## config.mk

```make
export PLATFORM = sky130hd
export DESIGN_NAME = fsb_cycle_ctrl
export DESIGN_NICKNAME = d
export VERILOG_FILES = /design/src/rtl/fsb_cycle_ctrl_pkg.sv /design/src/rtl/fsb_cycle_timer.sv /design/src/rtl/fsb_cycle_ctrl.sv
export SDC_FILE = /design/constraint.sdc
export NUM_CORES = 1
export LEC_CHECK = 0
export ABC_AREA = 1
export CORE_MARGIN = 2
export CORE_UTILIZATION = 40
export CTS_CLUSTER_SIZE = 16
export DETAILED_ROUTE_END_ITERATION = 16
export PLACE_DENSITY = 0.85
export SLEW_MARGIN = 10
export SYNTH_ARGS = -nofsm -noshare
export SYNTH_HDL_FRONTEND = slang
export SYNTH_HIERARCHICAL = 1
export SYNTH_SLANG_ARGS = --single-unit
export TNS_END_PERCENT = 5
```

## constraint.sdc

```tcl
create_clock -name clk -period 3.1 [get_ports clk]
set_clock_uncertainty 0.15 [all_clocks]
set_input_delay 0.62 -clock clk [delete_from_list [all_inputs] [get_ports clk]]
set_output_delay 0.62 -clock clk [all_outputs]
set_load 0.1 [all_outputs]
```

## src/rtl/fsb_cycle_ctrl_pkg.sv

```systemverilog
// Shared FSB cycle definitions: controller state encoding, cycle-type encodings
// and the byte-enable to bit-mask helper. Also imported by north_bridge.
package fsb_cycle_ctrl_pkg;

    typedef enum logic [2:0] {
        ST_IDLE  = 3'd0,
        ST_ADDR  = 3'd1,
        ST_REQ   = 3'd2,
        ST_RESP  = 3'd3,
        ST_WAIT  = 3'd4,
        ST_READY = 3'd5
    } fsb_state_e;

    // cycle_type = {W_NR, M_NIO, D_NC}
    localparam int CT_WR   = 2;
    localparam int CT_MEM  = 1;
    localparam int CT_DATA = 0;

    localparam logic [2:0] CYC_IO_RD_DATA  = 3'b001;
    localparam logic [2:0] CYC_MEM_RD_DATA = 3'b011;
    localparam logic [2:0] CYC_IO_WR_DATA  = 3'b101;
    localparam logic [2:0] CYC_MEM_WR_DATA = 3'b111;

    function automatic logic [31:0] nbe_to_mask(input logic [3:0] nbe);
        logic [31:0] m;
        m = '0;
        for (int b = 0; b < 4; b++)
            m[b*8 +: 8] = nbe[b] ? 8'h00 : 8'hFF;
        return m;
    endfunction

endpackage

```

## src/rtl/fsb_cycle_timer.sv

```systemverilog
// Wait-state down-counter and REQ/RESP timeout up-counter for fsb_cycle_ctrl.
module fsb_cycle_timer #(
    parameter int WAIT_STATES = 1,
    parameter int TIMEOUT     = 255
) (
    input  logic clk,
    input  logic nrst,
    input  logic wait_load,
    input  logic wait_en,
    input  logic to_clr,
    input  logic to_en,
    output logic wait_zero,
    output logic to_expired
);
    localparam int WW = (WAIT_STATES > 0) ? $clog2(WAIT_STATES + 1) : 1;
    localparam int TW = $clog2(TIMEOUT + 1);

    logic [WW-1:0] wait_cnt;
    logic [TW-1:0] to_cnt;

    assign wait_zero  = (wait_cnt == '0);
    // Expires on the TIMEOUT-th cycle spent counting, so the FSM never exceeds TIMEOUT cycles.
    assign to_expired = (to_cnt == TW'(TIMEOUT - 1));

    always_ff @(posedge clk or negedge nrst) begin
        if (!nrst)
            wait_cnt <= '0;
        else if (wait_load)
            wait_cnt <= WW'(WAIT_STATES);
        else if (wait_en && !wait_zero)
            wait_cnt <= wait_cnt - WW'(1);
    end

    always_ff @(posedge clk or negedge nrst) begin
        if (!nrst)
            to_cnt <= '0;
        else if (to_clr)
            to_cnt <= '0;
        else if (to_en && !to_expired)
            to_cnt <= to_cnt + TW'(1);
    end

endmodule

```

## src/rtl/fsb_cycle_ctrl.sv

```systemverilog
// CPU front-side-bus cycle controller: turns FSB address-strobe cycles into
// downstream requests toward north_bridge and returns NRDY / read data.
module fsb_cycle_ctrl
    import fsb_cycle_ctrl_pkg::*;
#(
    parameter int FSB_ADDR_WIDTH = 32,
    parameter int FSB_DATA_WIDTH = 32,
    parameter int WAIT_STATES    = 1,
    parameter int TIMEOUT        = 255
) (
    input  logic                      clk,
    input  logic                      nrst,
    input  logic [FSB_ADDR_WIDTH-1:2] FSB_addr,
    input  logic [FSB_DATA_WIDTH-1:0] FSB_data_i,
    output logic [FSB_DATA_WIDTH-1:0] FSB_data_o,
    input  logic [3:0]                FSB_NBE,
    input  logic                      FSB_W_NR,
    input  logic                      FSB_M_NIO,
    input  logic                      FSB_D_NC,
    input  logic                      FSB_NADS,
    output logic                      FSB_NRDY,
    output logic                      cyc_valid,
    input  logic                      cyc_ready,
    output logic [2:0]                cyc_type,
    output logic [FSB_ADDR_WIDTH-1:2] cyc_addr,
    output logic [FSB_DATA_WIDTH-1:0] cyc_wdata,
    output logic [FSB_DATA_WIDTH-1:0] cyc_mask,
    input  logic                      rsp_valid,
    input  logic [FSB_DATA_WIDTH-1:0] rsp_rdata,
    output logic                      bus_err
);
    fsb_state_e state_q, state_d;
    logic wait_load, wait_en, wait_zero, to_clr, to_en, to_expired;
    logic latch_cmd, latch_wdata, cap_rsp, rd_timeout, rd_local, set_err;
    logic is_wr;

    assign is_wr     = cyc_type[CT_WR];
    assign cyc_valid = (state_q == ST_REQ);
    assign FSB_NRDY  = (state_q != ST_READY);

    fsb_cycle_timer #(.WAIT_STATES(WAIT_STATES), .TIMEOUT(TIMEOUT)) u_timer (
        .clk(clk), .nrst(nrst),
        .wait_load(wait_load), .wait_en(wait_en),
        .to_clr(to_clr), .to_en(to_en),
        .wait_zero(wait_zero), .to_expired(to_expired)
    );

    always_ff @(posedge clk or negedge nrst) begin
        if (!nrst) state_q <= ST_IDLE;
        else       state_q <= state_d;
    end

    always_comb begin
        state_d     = state_q;
        wait_load   = 1'b0;
        wait_en     = 1'b0;
        to_clr      = 1'b0;
        to_en       = 1'b0;
        latch_cmd   = 1'b0;
        latch_wdata = 1'b0;
        cap_rsp     = 1'b0;
        rd_timeout  = 1'b0;
        rd_local    = 1'b0;
        set_err     = 1'b0;
        unique case (state_q)
            ST_IDLE: if (!FSB_NADS) begin
                latch_cmd = 1'b1;
                state_d   = ST_ADDR;
            end
            ST_ADDR: begin
                latch_wdata = is_wr;
                // Command cycles and all-bytes-disabled cycles complete locally.
                if (cyc_type[CT_DATA] && cyc_mask != '0) begin
                    to_clr  = 1'b1;
                    state_d = ST_REQ;
                end else begin
                    wait_load = 1'b1;
                    rd_local  = !is_wr;
                    state_d   = ST_WAIT;
                end
            end
            ST_REQ: begin
                to_en = 1'b1;
                if (cyc_ready) begin
                    wait_load = 1'b1;
                    state_d   = is_wr ? ST_WAIT : ST_RESP;
                end else if (to_expired) begin
                    set_err    = 1'b1;
                    rd_timeout = !is_wr;
                    state_d    = ST_READY;
                end
            end
            ST_RESP: begin
                wait_en = 1'b1;
                to_en   = 1'b1;
                if (rsp_valid) begin
                    cap_rsp = 1'b1;
                    state_d = ST_WAIT;
                end else if (to_expired) begin
                    set_err    = 1'b1;
                    rd_timeout = 1'b1;
                    state_d    = ST_READY;
                end
            end
            ST_WAIT: begin
                wait_en = 1'b1;
                if (wait_zero) state_d = ST_READY;
            end
            ST_READY: state_d = ST_IDLE;
            default:  state_d = ST_IDLE;
        endcase
    end

    always_ff @(posedge clk or negedge nrst) begin
        if (!nrst) begin
            cyc_addr <= '0;
            cyc_type <= '0;
            cyc_mask <= '0;
        end else if (latch_cmd) begin
            cyc_addr <= FSB_addr;
            cyc_type <= {FSB_W_NR, FSB_M_NIO, FSB_D_NC};
            cyc_mask <= FSB_DATA_WIDTH'(nbe_to_mask(FSB_NBE));
        end
    end

    always_ff @(posedge clk or negedge nrst) begin
        if (!nrst)            cyc_wdata <= '0;
        else if (latch_wdata) cyc_wdata <= FSB_data_i;
    end

    always_ff @(posedge clk or negedge nrst) begin
        if (!nrst)           FSB_data_o <= '0;
        else if (cap_rsp)    FSB_data_o <= rsp_rdata & cyc_mask;
        else if (rd_timeout) FSB_data_o <= '1;
        else if (rd_local)   FSB_data_o <= '0;
    end

    always_ff @(posedge clk or negedge nrst) begin
        if (!nrst)        bus_err <= 1'b0;
        else if (set_err) bus_err <= 1'b1;
    end

endmodule
```

# --- Word level (Yosys, flattened, before mapping) ---
# Index checks and enable logic that the tools add are counted.
classes:
  addsub: 2
  n_eq_ne: 8
  muxes: 40
  bitwise: 1
  reduce_logical: 13
op_table:
  columns: ["cell", "n"]
  rows:
  - ["$mux W32", 3]
  - ["$mux W8", 6]
  - ["$and A32 B32 Y32", 1]
  - ["$reduce_bool A32 Y1", 1]
  - ["$mux W3", 7]
  - ["$mux W1", 20]
  - ["$pmux W3 S5", 1]
  - ["$add A8 B1 Y8 const B", 1]
  - ["$eq A8 B8 Y1 const B", 1]
  - ["$eq A3 B2 Y1 const B", 2]
  - ["$pmux W1 S2", 3]
  - ["$ne A2 B2 Y1 const B", 2]
  - ["$reduce_bool A2 Y1", 2]
  - ["$reduce_or A2 Y1", 2]
  - ["$eq A3 B1 Y1 const B", 1]
  - ["$eq A3 B3 Y1 const B", 1]
  - ["$logic_and A1 B1 Y1", 3]
  - ["$logic_not A3 Y1", 1]
  - ["$ne A3 B3 Y1 const B", 1]
  - ["$reduce_bool A3 Y1", 1]
  - ["$logic_not A1 Y1", 2]
  - ["$reduce_and A2 Y1", 1]
  - ["$sub A1 B1 Y1 const B", 1]
totals:
  ff_bits: 142
  input_bits: 106
  output_inout_bits: 132
  word_cells: 73

# --- Longest topological paths before layout ---
depth:
  ltp_word: 7
  mapped_depth: 14
  depth_no_buf: 13

# --- Hierarchy ---
# Netlist, hierarchy kept.
by_module_without_submodules:
  columns: ["module", "instances", "cells_per_inst", "area_each_um2"]
  rows:
  - ["fsb_cycle_ctrl", 1, 504, 4653.2]
  - ["fsb_cycle_timer", 1, 74, 546.8]

# --- Worst setup path before layout ---
# Ideal clock, no wire load.
synth_timing:
  path_kind: "register to register"
  start: "register state_q[2]"
  end: "register FSB_data_o[10]"
  setup_ns: 0.123
  arrival_time_ns: 2.095
  t_required_ns: 2.827
  setup_slack_ns: 0.732
  stages_incl_launch_ff: 11
  n_path_buf: 2
  cell_sequence: "dfrtp_1 buf_2 inv_2 nand2_1 nor2_2 nand2_1 nand2_2 nor2_2 buf_4 nand3_1 nand2_1"
synth_via:
  elab_chain_cells: 4
  elab_cells_between_ends: 9
  classes_between: "eq/ne (3); mux (5); reduce/logical (1)"
synth_rtl:
  columns: ["element", "line", "source"]
  rows:
  - ["start: declaration", "fsb_cycle_ctrl.sv:32", "fsb_state_e state_q, state_d;"]
  - ["start signal: assignment", "fsb_cycle_ctrl.sv:50", "else state_q <= state_d;"]
  - ["$eq A3 B2 Y1 (*)", null, null]
  - ["net cyc_valid", "fsb_cycle_ctrl.sv:22", "output logic cyc_valid,"]
  - ["$pmux W1 S2 (*)", "fsb_cycle_ctrl.sv:65", "unique case (state_q)"]
  - ["$mux W32", "fsb_cycle_ctrl.sv:134", "else if (rd_timeout) FSB_data_o <= '1;"]
  - ["$mux W32", "fsb_cycle_ctrl.sv:133", "else if (cap_rsp) FSB_data_o <= rsp_rdata & cyc_mask;"]
  - ["end signal: assignment", "fsb_cycle_ctrl.sv:133", null]
  - ["end: declaration", "fsb_cycle_ctrl.sv:15", "output logic [FSB_DATA_WIDTH-1:0] FSB_data_o,"]
# Mark *: on every way through the listed nets, which the timed path passes. The rest lies on a longest branch.
# A chain may end at the register's enable or synchronous reset.

# --- Final worst setup path ---
layout_timing:
  start: "register state_q[2]"
  end: "output cyc_valid"
layout_via:
  elab_chain_cells: 1
layout_rtl:
  columns: ["element", "line", "source"]
  rows:
  - ["$eq A3 B2 Y1", "fsb_cycle_ctrl.sv:38", "assign cyc_valid = (state_q == ST_REQ);"]
  - ["end: declaration", "fsb_cycle_ctrl.sv:22", null]
# No other way between the ends.

==> flow_summary.yaml <==
run_status:
  outcome: "completed"
die:
  io-pin-count: 238
  dieHeight_um: 118.0
  rows: 41
  die_w_um: 118.0
  start_util_pct: 41.04
  core_um2: 12670
  fp.dieArea_um2: 13930
route:
  viasPerCell: 4.767
  routed_wl_mm: 13.96
  initialDrtViolationCount: 330
  vias: 4643
  drc: 0
  avgRoutedWirePerCell_um: 14.33
  drt.antenna.violating_nets: 0
  drtPass1Iterations: 4
grt:
  track_usage_pct: 20.53
  antenna_found_initial: 0
  grt_max_degree: 60
  grt_pass1_vias: 4470
  grt_pass1_wl_mm: 22.67
  overflow: 0
clocking:
  clock_latency_ns: 0.40
  clk_pin_slew_ns: 0.05
  htree_levels: 4
  postCtsSetupBuffers: 0
  cts_tree: "done"
  cts_num_sinks: 114
  ctsRootBufferMaster: "clkbuf_16"
  cts_made_buffers: 17
  cts_buffer_depth: 2
logic_synthesis:
  syn_area_per_cell_um2: 8.997
  syn_inst: 578
  synth_cell_types: 27
  ys_ff_latch: 114
  mappedNetlistNets: 686
  ys.warnings.count: 6
  synth.yosys.seq_area_share_pct: 54.86
  syn_area_um2: 5200
setup_path:
  critPathMaxFanout: 7
  critPathLaunchType: "flip-flop"
  cp.arrival_ns: 1.65
  cp-end-kind: "primary output"
  worstPathRequired_ns: 2.33
  path_class: "reg -> out"
  rrSetupSlack_ns: 0.91
finish:
  layout-drive-gt1-share_pct: 27.81
  nFillCells: 1083
  nets: 897
  antennaDiodeCount: 0
  synthToLayoutAreaGrowth_pct: 49.61
place:
  place_hpwl_mm: 9.768
  place_congestion: 0.8307
  io_buffers: 237
timing:
  hold_violations: 0
  min_period_over_period_pct: 78.00
  rsz0062_at_grt: "false"
  setup_viol: 0
  finalCriticalPeriod_ns: 2.418
  maxSlewViolCount: 0
  worstMarginPinSlew_ns: 0.6724
  fin_setup_tns_ns: 0
  clock.fmax_mhz: 413.6
  relSlewSlack_pct: 55.17
run:
  max_cap_viol_count: 0
hold_path:
  hold_path_class: "reg -> reg"
-- cell usage in the layout (no fill, tap or decap), types with 3 or more instances in the layout --
| cell | netlist | layout |
|---|---|---|
| a21oi_1 | 12 | 12 |
| nor2_1 | 68 | 68 |
| nor2_2 | 6 | 6 |
| nand2_1 | 162 | 162 |
| clkdlybuf4s50_1 | 0 | 104 |
| dfrtp_1 | 114 | 114 |
| clkbuf_16 | 0 | 17 |
| clkinv_2 | 0 | 6 |
| clkbuf_8 | 0 | 3 |
| buf_4 | 31 | 142 |
| nand2_2 | 5 | 5 |
| xor2_1 | 3 | 3 |
| nand3_1 | 77 | 77 |
| mux2_2 | 32 | 32 |
| inv_1 | 17 | 17 |
| o21ai_0 | 10 | 10 |
-- worst max-delay path: stages, from the launching register on --
cell and delay, ns:
dfrtp_1 0.48, inv_2 0.12, nand2_1 0.08, nor2_2 0.21, buf_4 0.34
-- layer usage --
metal	vias up	GRT usage (%)	routed length, µm
met4	0	8.584	221
li1	2255	-	-
met5	-	0	0
met3	16	7.219	1350
met1	2148	25.41	5598
met2	224	32.67	6785
-- state kept, by name (all words and copies together), names as in the netlist --
signal,cells
FSB_data_o,32
state_q,3
cyc_type,3
cyc_addr,30
u_timer/to_cnt,8
u_timer/wait_cnt,1
bus_err,1
cyc_wdata,32
cyc_mask,4
-- synth_stat cells, drive strengths merged --
master | instances | area [µm²]
dfrtp | 114 | 2853
a21oi | 12 | 60.06
nand3 | 77 | 385.4
nand3b | 1 | 7.510
inv | 20 | 77.58
nand4 | 2 | 12.51
o21bai | 1 | 7.510
clkinv | 2 | 12.51
nand2 | 168 | 650.6
buf | 49 | 320.3
xor2 | 3 | 26.28
nor3 | 1 | 16.27
o21ai | 11 | 55.05
mux2 | 32 | 360.4
ha | 2 | 25.02
nor2 | 74 | 292.8
clkbuf | 8 | 30.03
o31ai | 1 | 7.510
-- layout make-up --
type,count,area [µm²],share of cell area [%]
Sequential cell,114,2853,36.67
Timing Repair Buffer,249,2157,27.73
Multi-Input combinational cell,385,1907,24.51
Clock buffer,22,474.2,6.095
Tap cell,172,215.2,2.766
Inverter,22,90.09,1.158
Clock inverter,10,83.83,1.078
-- metrics by stage --
stage | area, µm² | std cells | worst slack, ns | util, % | hold slack [ns]
after floorplan | 5200 | 578 | 0.7320 | - | 0.1744
after CTS | 7780 | 974 | 0.6694 | 61.40 | 0.3242
final | 7780 | 974 | 0.6821 | 61.40 | 0.3210
after detailed placement | 7212 | 941 | 0.7971 | 56.92 | 0.3101
after global placement | 7212 | 941 | 0.8134 | 56.92 | 0.3054
after global routing | 7780 | 974 | 0.6015 | 61.40 | 0.3343
-- what timing repair did --
action / CTS / global route
gates resized for setup: 0 / 0
endpoints found under the hold margin: 18 / 0
hold buffers: 1 / 0
-- logic make-up after synthesis --
| group | Yosys count | share of synthesized area [%] |
|---|---|---|
| mux | 32 | 6.930 |
| xor+xnor | 3 | 0.5054 |
| flops | 114 | 54.86 |
| compound gates | 25 | 2.503 |
| buf+inv | 79 | 8.470 |
| fa+ha+maj | 2 | 0.4812 |
| simple gates | 323 | 26.25 |
-- final timing paths --
check,to,cells past startpoint,startpoint
max,cyc_valid,4,state_q[2]
min,cyc_wdata[10],2,cyc_wdata[10]
max reg2reg,FSB_data_o[21],13,u_timer/to_cnt[0]
min reg2reg,cyc_wdata[10],2,cyc_wdata[10]
max in group asynchronous,FSB_data_o[3],3,nrst
min in group asynchronous,cyc_addr[7],2,nrst
Power is left out: the tool's default activity adds up to more than one toggle a clock period on the data nets, which glitch-free logic cannot reach.
==> RTL change 1, RTL diff (config.mk and constraints unchanged) <==
`TIMEOUT` is set to 255 in 2 places; all go to 510.
--- a/src/rtl/fsb_cycle_timer.sv
+++ b/src/rtl/fsb_cycle_timer.sv
@@ -1,7 +1,7 @@
 // Wait-state down-counter and REQ/RESP timeout up-counter for fsb_cycle_ctrl.
 module fsb_cycle_timer #(
     parameter int WAIT_STATES = 1,
-    parameter int TIMEOUT     = 255
+    parameter int TIMEOUT     = 510
 ) (
     input  logic clk,
     input  logic nrst,
--- a/src/rtl/fsb_cycle_ctrl.sv
+++ b/src/rtl/fsb_cycle_ctrl.sv
@@ -6,7 +6,7 @@
     parameter int FSB_ADDR_WIDTH = 32,
     parameter int FSB_DATA_WIDTH = 32,
     parameter int WAIT_STATES    = 1,
-    parameter int TIMEOUT        = 255
+    parameter int TIMEOUT        = 510
 ) (
     input  logic                      clk,
     input  logic                      nrst,
Check against the original RTL: same outputs for any inputs over 4 cycles, from zero or initial values and one cycle with nrst low; that may be too few to reach the edited logic, so the function may still have changed.
==> RTL change 1 against the unedited design <==
- count of clock-buffer cells in the layout increased by 2
- synthesized cell count rose by 2.1%
- largest cell class unchanged
- critical endpoint unchanged
- worst setup slack improved by 0.067 ns
- first-iteration DRC count up 12%
- critical path depth stayed put
- area after synthesis increased by 1.3%
- design area grew 2.0%
- sequential cell count increased by 1
- routed wire length up 3.8%
- fmax up 2.9%
Power is not shown: default switching activity piles up to over one toggle a cycle in this logic, so the estimate is an artifact.
==> RTL change 1: results (changes against the unedited design) <==
| Metric | Value |
|---|---|
| First DRT Iteration DRCs | `371 (+12%)` |
| Post-synthesis compound-gate area fraction | `2.896% (+0.39 points)` |
| Sequential share of the synthesized area | `54.61% (-0.25 points)` |
| CP max stage cell | `dfrtp_1` |
| Fill cell count | `1076 (-0.65%)` |
| Ranking of synthesized cells by area | `dfrtp_1, nand2_1, nand3_1` |
| Count of different cell masters after synthesis | `27 (unchanged)` |
| Placed Area | `0.007312 mm² (+1.4%)` |
| Mapped Cells | `590 (+2.1%)` |
| Yosys warnings | `6 (unchanged)` |
| Post-Syn Nets | `698 (+1.7%)` |
| Initial antenna violation count | `0 (unchanged)` |
| Final non-filler cell total | `984 (+1.0%)` |
| Post-synth top cells | `nand2_1, dfrtp_1, nand3_1` |
| Post-synth ARST share | `100.0% (unchanged)` |
| Biggest registers after layout | `FSB_data_o x32, cyc_wdata x32, cyc_addr x30` |
| GRT Util Overall | `21.14% (+0.60 points)` |
| Pre-CTS setup slack | `0.6850 ns (-0.1120 ns)` |
| Dpl hpwl | `10.33 mm (+5.8%)` |
| Layout cell share with drive strength beyond 1 | `27.46% (-0.34 points)` |
| CTS root buf | `clkbuf_16` |
| Crit path arrival time | `1.58 ns (-0.07 ns)` |
| Setup_tns | `0 ns (unchanged)` |
| Max Fanout on Critical Path | `7 (unchanged)` |
| Cts repair resizes | `0 (unchanged)` |
| Adder-Cell Fraction of Synth Area | `0.4748% (-0.0064 points)` |
| Status | `complete, no violations` |
| Vias in the first global route | `4694 (+5.0%)` |
| Num CTS Buffers | `17 (unchanged)` |
| Clk pin slew, worst setup/hold paths | `0.05 ns (about the same)` |
| TritonRoute pass-1 iters | `4 (unchanged)` |
| Worst hold path type | `in2async` |
| Slew @ Worst Pin | `0.6012 ns (-0.07124 ns)` |
| First-pass GRT wire length | `23.61 mm (+4.1%)` |
| Dpl cells | `952 (+1.2%)` |
| XOR/XNOR share of the synthesized area | `0.1662% (-0.34 points)` |
| Mux cell area share after synthesis | `6.838% (-0.092 points)` |
| GR Util met3 | `7.336% (+0.12 points)` |
| Met1 Resource Use GR | `24.87% (-0.54 points)` |
| Via-to-Cell Ratio | `4.836 (+1.5%)` |
| Deepest clock path buffer count | `2 (unchanged)` |
| Total Nets Final | `907 (+1.1%)` |
| Met2 usage | `35.42% (+2.7 points)` |
| Largest net degree at the start of global routing | `42 (-30%)` |
| Gp weighted congestion | `0.7924 (-4.6%)` |
| DRT Wirelength | `14.49 mm (+3.8%)` |
RTL change 1: cell types whose count changed in the layout (fill, tap and decap cells not counted), sizes merged, moves of 2 or more:
cell,before,now
inv,20,26
nand2,168,174
clkinv,9,4
nor2,74,71
o21ai,11,14
bufinv,1,3
clkbuf,22,24
nand4,2,4
xor2,3,1
RTL change 1: cell type report:
type | count | area (µm²) | area share [%]
clock buffers | 24 | 501.7 | 6.323
clock inverters | 8 | 121.4 | 1.529
inverters | 26 | 98.84 | 1.246
multi-input cells | 392 | 1943 | 24.49
flip-flops and latches | 115 | 2878 | 36.27
well taps | 172 | 215.2 | 2.712
repair buffers | 247 | 2177 | 27.44
RTL change 1: kinds of logic after synthesis:
logic type,count (synthesis)
AND/OR/NAND/NOR,328
adder cells (fa/ha/maj),2
flip-flops,115
buffers and inverters,83
AO/OA/AOI/OAI,29
multiplexers,32
XOR/XNOR,1
RTL change 1: final timing paths:
kind	cells after the start	end	start	slack, ns
hold / removal	1	cyc_wdata[23]	nrst	0.04
setup reg to reg	13	FSB_data_o[19]	u_timer/to_cnt[1]	0.99
setup / recovery	4	cyc_valid	state_q[2]	0.75
min in group clk	2	cyc_wdata[22]	cyc_wdata[22]	0.32
hold reg to reg	2	cyc_wdata[22]	cyc_wdata[22]	0.32
max in group asynchronous	2	FSB_data_o[19]	nrst	2.15
RTL change 1: metal layers:
layer,part of all wire (%),wire length (µm)
met1,40,5759
met2,50,7195
met3,8.2,1186
met4,2.4,347
met5,0,0
RTL change 1: worst register-to-register path: stages, from the launching register on:
cell     delay, ns
dfrtp_1       0.40
inv_1         0.09
ha_1          0.14
nand2_1       0.06
nor2_2        0.12
nand2_2       0.08
inv_1         0.15
inv_1         0.06
nor2_1        0.11
nand2_1       0.08
nand2_2       0.09
buf_4         0.32
a21oi_1       0.11
nand2_1       0.09
==> RTL change 2, RTL diff (config.mk and constraints unchanged) <==
Made on the original files. Put one more register stage on the output `bus_err`, cleared by the reset. The value now appears one clock later. The other outputs are not delayed to match.
--- a/src/rtl/fsb_cycle_ctrl.sv
+++ b/src/rtl/fsb_cycle_ctrl.sv
@@ -29,6 +29,8 @@
     input  logic [FSB_DATA_WIDTH-1:0] rsp_rdata,
     output logic                      bus_err
 );
+
+    logic bus_err_s0;
     fsb_state_e state_q, state_d;
     logic wait_load, wait_en, wait_zero, to_clr, to_en, to_expired;
     logic latch_cmd, latch_wdata, cap_rsp, rd_timeout, rd_local, set_err;
@@ -136,8 +138,16 @@
     end
 
     always_ff @(posedge clk or negedge nrst) begin
-        if (!nrst)        bus_err <= 1'b0;
-        else if (set_err) bus_err <= 1'b1;
+        if (!nrst)        bus_err_s0 <= 1'b0;
+        else if (set_err) bus_err_s0 <= 1'b1;
+    end
+
+    always_ff @(posedge clk or negedge nrst) begin
+        if (!nrst) begin
+            bus_err <= '0;
+        end else begin
+            bus_err <= bus_err_s0;
+        end
     end
 
 endmodule
Check against the original RTL: no difference found for any inputs over 4 cycles, from zero or initial values and one cycle with nrst low; that may be too few to reach the edited logic, so the function may still have changed.
==> RTL change 2 against the unedited design <==
- design area grew 1.1%
- utilization up 0.66 points
- count of clock-buffer cells in the layout did not move
- fmax grew 2.0%
- routed wire length shrank 1.6%
- sequential cell count is 1 higher
- area after synthesis increased by 0.48%
- worst setup slack improved by 0.048 ns
- critical path depth did not move
- global-route usage about the same
- critical path type unchanged
- critical endpoint unchanged
- largest cell class unchanged
Power is left out: the tool's default activity adds up to more than one toggle a clock period on the data nets, which glitch-free logic cannot reach.
==> RTL change 2: results (changes against the unedited design) <==
| Metric | Value |
|---|---|
| Seq area share | `36.60% (-0.073 points)` |
| Seq cells | `115 (+0.88%)` |
| Crit path time final | `2.370 ns (-0.04777 ns)` |
| Via-to-Cell Ratio | `4.751 (-0.34%)` |
| Vias | `4632 (-0.24%)` |
| Gp weighted congestion | `0.8436 (+1.6%)` |
| Sequential share of the synthesized area | `55.08% (+0.22 points)` |
| Worst hold path type | `in2async` |
| Inverters excl. clock | `22 (unchanged)` |
| Layout cell share with drive strength beyond 1 | `27.77% (-0.035 points)` |
| Total Nets Final | `898 (+0.11%)` |
| Post-Syn Nets | `687 (+0.15%)` |
| Sequential Area | `0.002878 mm² (+0.88%)` |
| Setup Crit Path Kind | `reg2out` |
| Status | `complete, no violations` |
| Count of different cell masters after synthesis | `27 (unchanged)` |
| DR WL/cell | `14.09 µm (-1.7%)` |
| Post-synth top cells | `nand2_1, dfrtp_1, nand3_1` |
| Syn Area/Cell | `9.024 µm² (+0.31%)` |
| Main synth FF type | `dfrtp_1` |
| Post-synth ARST share | `100.0% (unchanged)` |
| Buffering overhead | `27.40% (-0.33 points)` |
| Crit path arrival time | `1.60 ns (-0.05 ns)` |
| First-pass GRT wire length | `22.97 mm (+1.3%)` |
| Fraction of area in multi-input gates | `24.25% (-0.26 points)` |
| Yosys warnings | `6 (unchanged)` |
| CP max stage delay | `0.48 ns (about the same)` |
| Fill cell count | `1074 (-0.83%)` |
| Fin Hold WS | `0.04951 ns (-0.2715 ns)` |
| RR Endpoint | `FSB_data_o[22]` |
| Dpl cells | `943 (+0.21%)` |
| Placed Area | `0.007244 mm² (+0.45%)` |
| Post-CTS Setup Inserts | `0 (unchanged)` |
| First DRT Iteration DRCs | `365 (+11%)` |
| Biggest registers after layout | `FSB_data_o x32, cyc_wdata x32, cyc_addr x30` |
| Ranking of synthesized cells by area | `dfrtp_1, nand2_1, nand3_1` |
| Clock buf/inv share | `7.876% (+0.70 points)` |
| Top class by area | `sequential cells` |
| Reg-to-Reg Start | `u_timer/to_cnt[0]` |
| R2R Setup Slk | `0.88 ns (-0.03 ns)` |
| GRT Util Overall | `20.51% (-0.023 points)` |
| Dpl hpwl | `9.914 mm (+1.5%)` |
| Max-slew headroom | `30.92% (-24 points)` |
| Pre-CTS setup slack | `0.7670 ns (-0.03003 ns)` |
| Largest net degree at the start of global routing | `43 (-28%)` |
| Worst R2R Path Depth | `13 (unchanged)` |
==> RTL change 2: cell types whose count changed after synthesis <==
cell,delta
dfrtp_1,+1
==> RTL change 2: cell families (layout without fill, tap and decap cells) <==
| family | Yosys count | count (layout) | share of synthesized area, % |
|---|---|---|---|
| AO/OA/AOI/OAI | 25 | 25 | 2.491 |
| flip-flops | 115 | 115 | 55.08 |
| XOR/XNOR | 3 | 3 | 0.5030 |
| buffers and inverters | 79 | 303 | 8.429 |
| multiplexers | 32 | 32 | 6.897 |
| adder cells (fa/ha/maj) | 2 | 2 | 0.4789 |
| AND/OR/NAND/NOR | 323 | 323 | 26.13 |
==> RTL change 2: layer usage <==
layer / vias to the layer above / global-route usage [%] / wire, µm / part of all wire, %
li1: 2254 / - / - / -
met1: 2164 / 25.69 / 5803 / 42
met2: 192 / 32.84 / 6561 / 48
met3: 22 / 6.902 / 1098 / 8.0
met4: 0 / 7.756 / 269 / 2.0
met5: - / 0 / 0 / 0
